### src/rtl/sd_cmd_issue_ctrl.sv
// sd_cmd_issue_ctrl: sequences one SD command from the host command/argument registers to the CMD-line PHY.
// Latency: phy_req rises 1 cycle after cmd_wr_en. cmd_complete pulses 1 cycle after the last response or busy event.
// Backpressure: the PHY stalls the issue by withholding phy_ack. New writes while busy are dropped and flagged on wrReject.
//
// Ports
//   clk, rst            clock and asynchronous active-high reset
//   cmd_wr_en ..        host command-register write plus the fields latched with it
//   cmd_arg             command argument
//   abort, err_clr      host abort request and sticky-error clear
//   phy_*               request/ack handshake and response capture with the CMD-line PHY
//   busy_in             DAT0 busy level (1 = card busy)
//   cmd_inhibit ..      status back to the register set
//   resp_reg            last captured response
module sd_cmd_issue_ctrl #(
   parameter int RESP_TIMEOUT = 64,
   parameter int BUSY_TIMEOUT = 255
) (
   input  logic        clk,
   input  logic        rst,
   input  logic        cmd_wr_en,
   input  logic [5:0]  cmd_index,
   input  logic [1:0]  cmd_type,
   input  logic        data_present,
   input  logic        idx_chk_en,
   input  logic        crc_chk_en,
   input  logic [1:0]  resp_type,
   input  logic [31:0] cmd_arg,
   input  logic        abort,
   input  logic        err_clr,
   output logic        phy_req,
   input  logic        phy_ack,
   output logic [37:0] phy_cmd,
   output logic        phy_long_resp,
   output logic [1:0]  phy_cmd_type,
   output logic        phy_data_present,
   input  logic        phy_resp_valid,
   input  logic [5:0]  phy_resp_index,
   input  logic        phy_resp_crc_ok,
   input  logic [31:0] phy_resp_data,
   input  logic        busy_in,
   output logic        cmd_inhibit,
   output logic        cmd_complete,
   output logic        wr_reject,
   output logic        err_timeout,
   output logic        err_crc,
   output logic        err_index,
   output logic [31:0] resp_reg
);

   typedef enum logic [2:0] {IDLE, ISSUE, WAIT_RESP, WAIT_BUSY, DONE} state_t;

   localparam logic [7:0] RESP_LAST = 8'(RESP_TIMEOUT - 1);
   localparam logic [7:0] BUSY_LAST = 8'(BUSY_TIMEOUT - 1);

   state_t      state;
   logic [7:0]  cnt;
   logic [5:0]  idxQ;
   logic [31:0] argQ;
   logic [1:0]  typeQ;
   logic        dataPresentQ;
   logic        idxChkQ;
   logic        crcChkQ;
   logic [1:0]  respTypeQ;
   logic        phyReqQ;
   logic        inhibitQ;
   logic        completeQ;
   logic        rejectQ;
   logic        errTimeoutQ;
   logic        errCrcQ;
   logic        errIndexQ;
   logic [31:0] respQ;

   always_ff @(posedge clk or posedge rst) begin
      if (rst) begin
         state        <= IDLE;
         cnt          <= '0;
         idxQ         <= '0;
         argQ         <= '0;
         typeQ        <= '0;
         dataPresentQ <= 1'b0;
         idxChkQ      <= 1'b0;
         crcChkQ      <= 1'b0;
         respTypeQ    <= '0;
         phyReqQ      <= 1'b0;
         inhibitQ     <= 1'b0;
         completeQ    <= 1'b0;
         rejectQ      <= 1'b0;
         errTimeoutQ  <= 1'b0;
         errCrcQ      <= 1'b0;
         errIndexQ    <= 1'b0;
         respQ        <= '0;
      end else begin
         completeQ <= 1'b0;
         // Any write outside IDLE (DONE included) is dropped; latches are untouched.
         rejectQ   <= cmd_wr_en && (state != IDLE);

         // Clear first so that a set further down in the same cycle wins.
         if (err_clr) begin
            errTimeoutQ <= 1'b0;
            errCrcQ     <= 1'b0;
            errIndexQ   <= 1'b0;
         end

         if (abort && (state != IDLE)) begin
            // Abort overrides everything: no completion, response and flags untouched.
            state    <= IDLE;
            phyReqQ  <= 1'b0;
            inhibitQ <= 1'b0;
         end else begin
            case (state)
               IDLE: begin
                  if (cmd_wr_en) begin
                     idxQ         <= cmd_index;
                     argQ         <= cmd_arg;
                     typeQ        <= cmd_type;
                     dataPresentQ <= data_present;
                     idxChkQ      <= idx_chk_en;
                     crcChkQ      <= crc_chk_en;
                     respTypeQ    <= resp_type;
                     phyReqQ      <= 1'b1;
                     inhibitQ     <= 1'b1;
                     state        <= ISSUE;
                  end
               end
               ISSUE: begin
                  if (phy_ack) begin
                     phyReqQ <= 1'b0;
                     cnt     <= '0;
                     if (respTypeQ == 2'b00) begin
                        state     <= DONE;
                        completeQ <= 1'b1;
                     end else begin
                        state <= WAIT_RESP;
                     end
                  end
               end
               WAIT_RESP: begin
                  cnt <= cnt + 8'd1;
                  // A response on the final count still counts as on time.
                  if (phy_resp_valid) begin
                     respQ <= phy_resp_data;
                     if (crcChkQ && !phy_resp_crc_ok)
                        errCrcQ <= 1'b1;
                     if (idxChkQ && (phy_resp_index != idxQ))
                        errIndexQ <= 1'b1;
                     if (respTypeQ == 2'b11) begin
                        cnt   <= '0;
                        state <= WAIT_BUSY;
                     end else begin
                        state     <= DONE;
                        completeQ <= 1'b1;
                     end
                  end else if (cnt == RESP_LAST) begin
                     errTimeoutQ <= 1'b1;
                     state       <= DONE;
                     completeQ   <= 1'b1;
                  end
               end
               WAIT_BUSY: begin
                  cnt <= cnt + 8'd1;
                  if (!busy_in) begin
                     state     <= DONE;
                     completeQ <= 1'b1;
                  end else if (cnt == BUSY_LAST) begin
                     errTimeoutQ <= 1'b1;
                     state       <= DONE;
                     completeQ   <= 1'b1;
                  end
               end
               DONE: begin
                  state    <= IDLE;
                  inhibitQ <= 1'b0;
               end
               default: begin
                  state    <= IDLE;
                  phyReqQ  <= 1'b0;
                  inhibitQ <= 1'b0;
               end
            endcase
         end
      end
   end

   assign phy_req          = phyReqQ;
   assign phy_cmd          = {idxQ, argQ};
   assign phy_long_resp    = (respTypeQ == 2'b01);
   assign phy_cmd_type     = typeQ;
   assign phy_data_present = dataPresentQ;
   assign cmd_inhibit      = inhibitQ;
   assign cmd_complete     = completeQ;
   assign wr_reject        = rejectQ;
   assign err_timeout      = errTimeoutQ;
   assign err_crc          = errCrcQ;
   assign err_index        = errIndexQ;
   assign resp_reg         = respQ;

endmodule
### config.mk
export PLATFORM = sky130hd
export DESIGN_NAME = sd_cmd_issue_ctrl
export DESIGN_NICKNAME = d
export VERILOG_FILES = /design/src/rtl/sd_cmd_issue_ctrl.sv
export SDC_FILE = /design/constraint.sdc
export NUM_CORES = 1
export LEC_CHECK = 0
export ABC_AREA = 1
export CORE_MARGIN = 2
export CORE_UTILIZATION = 43
export DETAILED_ROUTE_END_ITERATION = 16
export HOLD_SLACK_MARGIN = 0.02
export PLACE_DENSITY = 0.8
export SKIP_LAST_GASP = 1
export SLEW_MARGIN = 20
export SYNTH_ARGS = -nofsm -noshare
export SYNTH_HDL_FRONTEND = slang
export SYNTH_SLANG_ARGS = --single-unit
### constraint.sdc
create_clock -name clk -period 3.5 [get_ports clk]
set_clock_uncertainty 0.15 [all_clocks]
set_input_delay 0.525 -clock clk [delete_from_list [all_inputs] [get_ports clk]]
set_output_delay 0.525 -clock clk [all_outputs]
set_load 0.01 [all_outputs]
Word level (Yosys, flattened, before mapping) --
Cells that the tools add are included.
Word-level totals: register bits 95, output and inout bits 81, logic and storage cells 98
Cells by class: add/sub/neg operators 1, equality and inequality tests 16, mux-type cells 46, bitwise operators 1, reductions and logical operators 17
Operators with widths (count):
- $mux W1 | 28
- $mux W3 | 9
- $mux W8 | 3
- $pmux W8 S3 | 1
- $pmux W3 S4 | 1
- $reduce_and A3 Y1 | 4
- $add A8 B1 Y8 const B | 1
- $eq A8 B6 Y1 const B | 1
- $eq A8 B8 Y1 const B | 1
- $ne A4 B4 Y1 const B | 2
- $eq A3 B2 Y1 const B | 2
- $ne A3 B3 Y1 const B | 2
- $ne A6 B6 Y1 | 1
- $pmux W1 S3 | 2
- $reduce_bool A3 Y1 | 2
- $reduce_or A3 Y1 | 2
- $logic_and A1 B1 Y1 | 4
- $ne A2 B1 Y1 const B | 2
- $pmux W1 S2 | 2
- $reduce_and A4 Y1 | 1
- $eq A3 B1 Y1 const B | 1
- $eq A3 B3 Y1 const B | 1
- $logic_not A3 Y1 | 1
- $eq A2 B1 Y1 const B | 1
- 6 further kinds | 6

Depth between registers and ports, before layout --
depth in word-level cells 6, depth in mapped cells 10

Worst setup path after synthesis --
OpenSTA, ideal clock, no wires.
kind input to register, from in phy_resp_valid, to reg completeQ (netlist: cmd_complete), library setup time 0.121 ns, arrival 1.313 ns, required time 3.229 ns, setup slack 1.917 ns, stages 6, cells stage by stage buf_2 > nand3_1 > o21bai_1 > inv_1 > o21ai_1 > nor2_1
On the way: word-level cells in the longest chain between the ends 3
RTL lines:
- start: declaration | RTL line 36 | input logic phy_resp_valid,
- $mux W1 | RTL line 140 | if (phy_resp_valid) begin
- $pmux W1 S3 | RTL line 110 | case (state)
- $mux W1 | RTL line 104 | if (abort && (state != IDLE)) begin
- end signal: assignment | RTL line 131 | completeQ <= 1'b1;
- end signal: assignment | RTL line 151 | completeQ <= 1'b1;
- end signal: assignment | RTL line 156 | completeQ <= 1'b1;
- end: declaration | RTL line 66 | logic completeQ;
Every way passes these cells. A chain may end at the register's enable or synchronous reset.

Worst setup path in the final report --
from reg respTypeQ[0], to out phy_long_resp
On the way: word-level cells in the longest chain between the ends 1
RTL lines:
- start: declaration | RTL line 63 | logic [1:0] respTypeQ;
- start signal: assignment | RTL line 119 | respTypeQ <= resp_type;
- $eq A2 B1 Y1 | RTL line 186 | assign phy_long_resp = (respTypeQ == 2'b01);
- end: declaration | RTL line 33 | output logic phy_long_resp,
Every way passes these cells.

==> results by group <==
Outcome
  – Status: complete, no violations

Power
  – Leak: a little over 3 nW
  – Clock power share: 16.1%
  – P_int: about 3.4 mW
  – Pwr Total: roughly 5 mW
  – Pwr Density: 815 nW/um^2
  – Sequential share of power: ~37%
  – Peak VDD IR: approximately 0.48 mV
  – Net Sw Power: ~1.7 mW
  – Power share of the combinational group: a little under half
  – Switch share: between 30% and 40%

Worst setup path
  – Worst path depth: 3
  – Crit-path slowest cell: clkdlybuf4s50_1
  – CP max stage delay: between 0.5 and 0.6 ns
  – Critical path, cell by cell: inv_1, nor2_1, clkdlybuf4s50_1
  – Crit Path Category: reg -> out
  – Critical-path maximum fanout: 4
  – Crit end category: output pin
  – Worst endpoint required time: ~2.8 ns
  – FF-to-FF Start: state[0]
  – End of the critical path: phy_long_resp
  – Depth of the worst register-to-register path: 5
  – Crit path DAT: roughly 1.5 ns
  – RR Endpoint: argQ[9]
  – Startpoint types: register
  – Crit path max-delay family: buffers and inverters
  – Critical Path Start: respTypeQ[0]
  – Reg-to-reg slack, setup: ~1.4 ns
  – WP buf/inv: 2

STA
  – Final Hold Vio Count: 0
  – Final slew viol count: 0
  – Max Clk Rate: between 0.4 and 0.5 GHz
  – Final setup violating endpoints: 0
  – Setup TNS: 0 ns
  – Final hold slack: approximately 0.33 ns
  – Final Cycle Share: a little over three fifths
  – Min cycle time layout: about 2.2 ns
  – Worst-Margin Slew: around 0.82 ns
  – Unrepaired setup endpoints after global routing: false
  – Relative slew margins: a little under half
  – Setup ws final: approximately 1.3 ns

Layout
  – Nets: approximately 680
  – Share of layout cells above drive strength 1: 11.4%
  – N_diodes: 0
  – Final core occ: about 65%
  – Non-filler cells, final: ~730
  – Commonest non-fill, non-tap cells in the layout: 172 x clkdlybuf4s50_1, 116 x nand2_1, 95 x dfrtp_1
  – Synth-to-Final Area Change: 48.3%
  – Commonest non-fill, non-tap cell in the layout: clkdlybuf4s50_1
  – Finished Cell Area: between 6000 and 7000 um^2

Detailed routing
  – Via count: 3573
  – Iter 0 DRT Violations: roughly 110
  – DRT antenna net count: 0
  – Avg WL per Cell: approximately 15 um
  – Vias per cell: between 4 and 5
  – Pre-antenna DRT Iters: 4
  – Routed wire length: around 11000 um
  – DR DRC count: 0

Placement
  – Routability cong.: around 0.87
  – Placed cell areas: between 6000 and 7000 um^2
  – Hpwl dp: between 7000 and 8000 um
  – Number of instances in the placed design: about 700
  – Port Buffers: around 170
  – DP Worst Slack: roughly 1.2 ns

Floorplan
  – DIE AREA: ~11000 um^2
  – # rows: 36
  – Boundary pin count: roughly 170
  – Starting density of the core: a little over two fifths
  – Core area: about 9700 um^2
  – Die width: roughly 100 um
  – Die Y: 103 um

Clock tree
  – CTS Root Cell: clkbuf_8
  – Max H-tree Level: 3
  – Clk Latency, worst-skew pair: approximately 0.36 ns
  – Hold_buf cts: 0
  – PostCTS Resize Cnt: 0
  – Post-CTS Setup Inserts: 0
  – CTS sink count: between 90 and 100
  – CTS tree: yes
  – Longest Clk Path Bufs: 2
  – Num CTS Buffers: 9
  – Clock slew at reported path FFs: 0.10 ns

GRT
  – Met2 GRT Util: between 30 and 40%
  – Grt total ovfl: 0
  – Total track usage: around a fifth
  – First-pass GRT wire length: 16600 um
  – Met3 Usage GRT: ~4.2%
  – Busiest grt layer: met2
  – Initial antenna violation count: 0
  – Vias in the first global route: between 3000 and 4000
  – Pin count of the biggest net entering global routing: slightly below 60
  – Grt met1 use: roughly 26%

Synthesis
  – Sequential area share after synthesis: between 50% and 60%
  – Netlist cell types: 27
  – Yosys reg bits: between 90 and 100
  – Avg Synthesized Cell Area: 10.2 um^2
  – Ys Warns: 0
  – Gate Count Post-Synth: roughly 420
  – Cell Area, Synth: 4250 um^2
  – Syn nets: 511

Job
  – Maxcap violations: 0

Min path
  – Hold Path Class: reg -> reg
==> cell type report <==
type	instances	area, um^2
inverter	28	108
sequential	95	2380
multi-input combinational	279	1660
tap	133	166
fill	793	3380
timing repair buffer	177	1760
clock buffer	11	141
clock inverter	5	86.3
==> tightest hold or removal path, delay by kind of cell (launching register included) <==
| family | cells | cell delay, ns |
|---|---|---|
| AND/OR/NAND/NOR | 2 | 0.10 |
| flip-flops | 1 | 0.35 |
==> logic make-up after synthesis <==
logic type / share of synthesized area, %
compound gates: 3.56
xor+xnor: 0.412
fa+ha+maj: 0.589
buf+inv: 4.92
flops: 55.9
mux: 13.5
simple gates: 21.1
==> worst min-delay path by stage <==
stage,from,endpoint,cells past startpoint
after global routing,cmd_inhibit,cmd_inhibit,2
after global placement,resp_reg[15],resp_reg[15],2
after floorplan,idxChkQ,idxChkQ,2
after detailed placement,resp_reg[18],resp_reg[18],2
after CTS,resp_reg[6],resp_reg[6],2
final,resp_reg[15],resp_reg[15],2
==> synth_stat cells, drive strengths merged <==
| library cell | number | area, um^2 |
|---|---|---|
| a21oi | 8 | 40.0 |
| buf | 12 | 92.6 |
| clkbuf | 3 | 11.3 |
| dfrtp | 95 | 2380 |
| ha | 2 | 25.0 |
| inv | 28 | 105 |
| mux2 | 39 | 574 |
| nand2 | 119 | 459 |
| nand3 | 49 | 245 |
| nand3b | 1 | 7.51 |
| nand4 | 2 | 12.5 |
| nor2 | 33 | 146 |
| nor3 | 5 | 25.0 |
| o211ai | 1 | 7.51 |
| o21ai | 12 | 60.1 |
| o21bai | 4 | 30.0 |
| o22ai | 1 | 6.26 |
| o31ai | 1 | 7.51 |
| xor2 | 2 | 17.5 |
==> power by group through the flow <==
stage	logic (mW)	clock network (mW)	registers, mW
4_1_cts	2.44	0.842	1.90
5_1_grt	2.59	0.888	1.96
3_5_place_dp	2.43	0	1.90
6_report	2.41	0.827	1.90
3_3_place_gp	2.35	0	1.89
2_1_floorplan	1.04	0	2.07
==> metal layers <==
layer / vias to the layer above / wire, um / share of wire [%]
met2: 160 / 5430 / 50
met1: 1696 / 4410 / 41
met5: - / 0 / 0
met4: 0 / 215 / 2.0
met3: 20 / 767 / 7.1
li1: 1697 / - / -
Note: power is estimated with default switching activity, not from simulation.
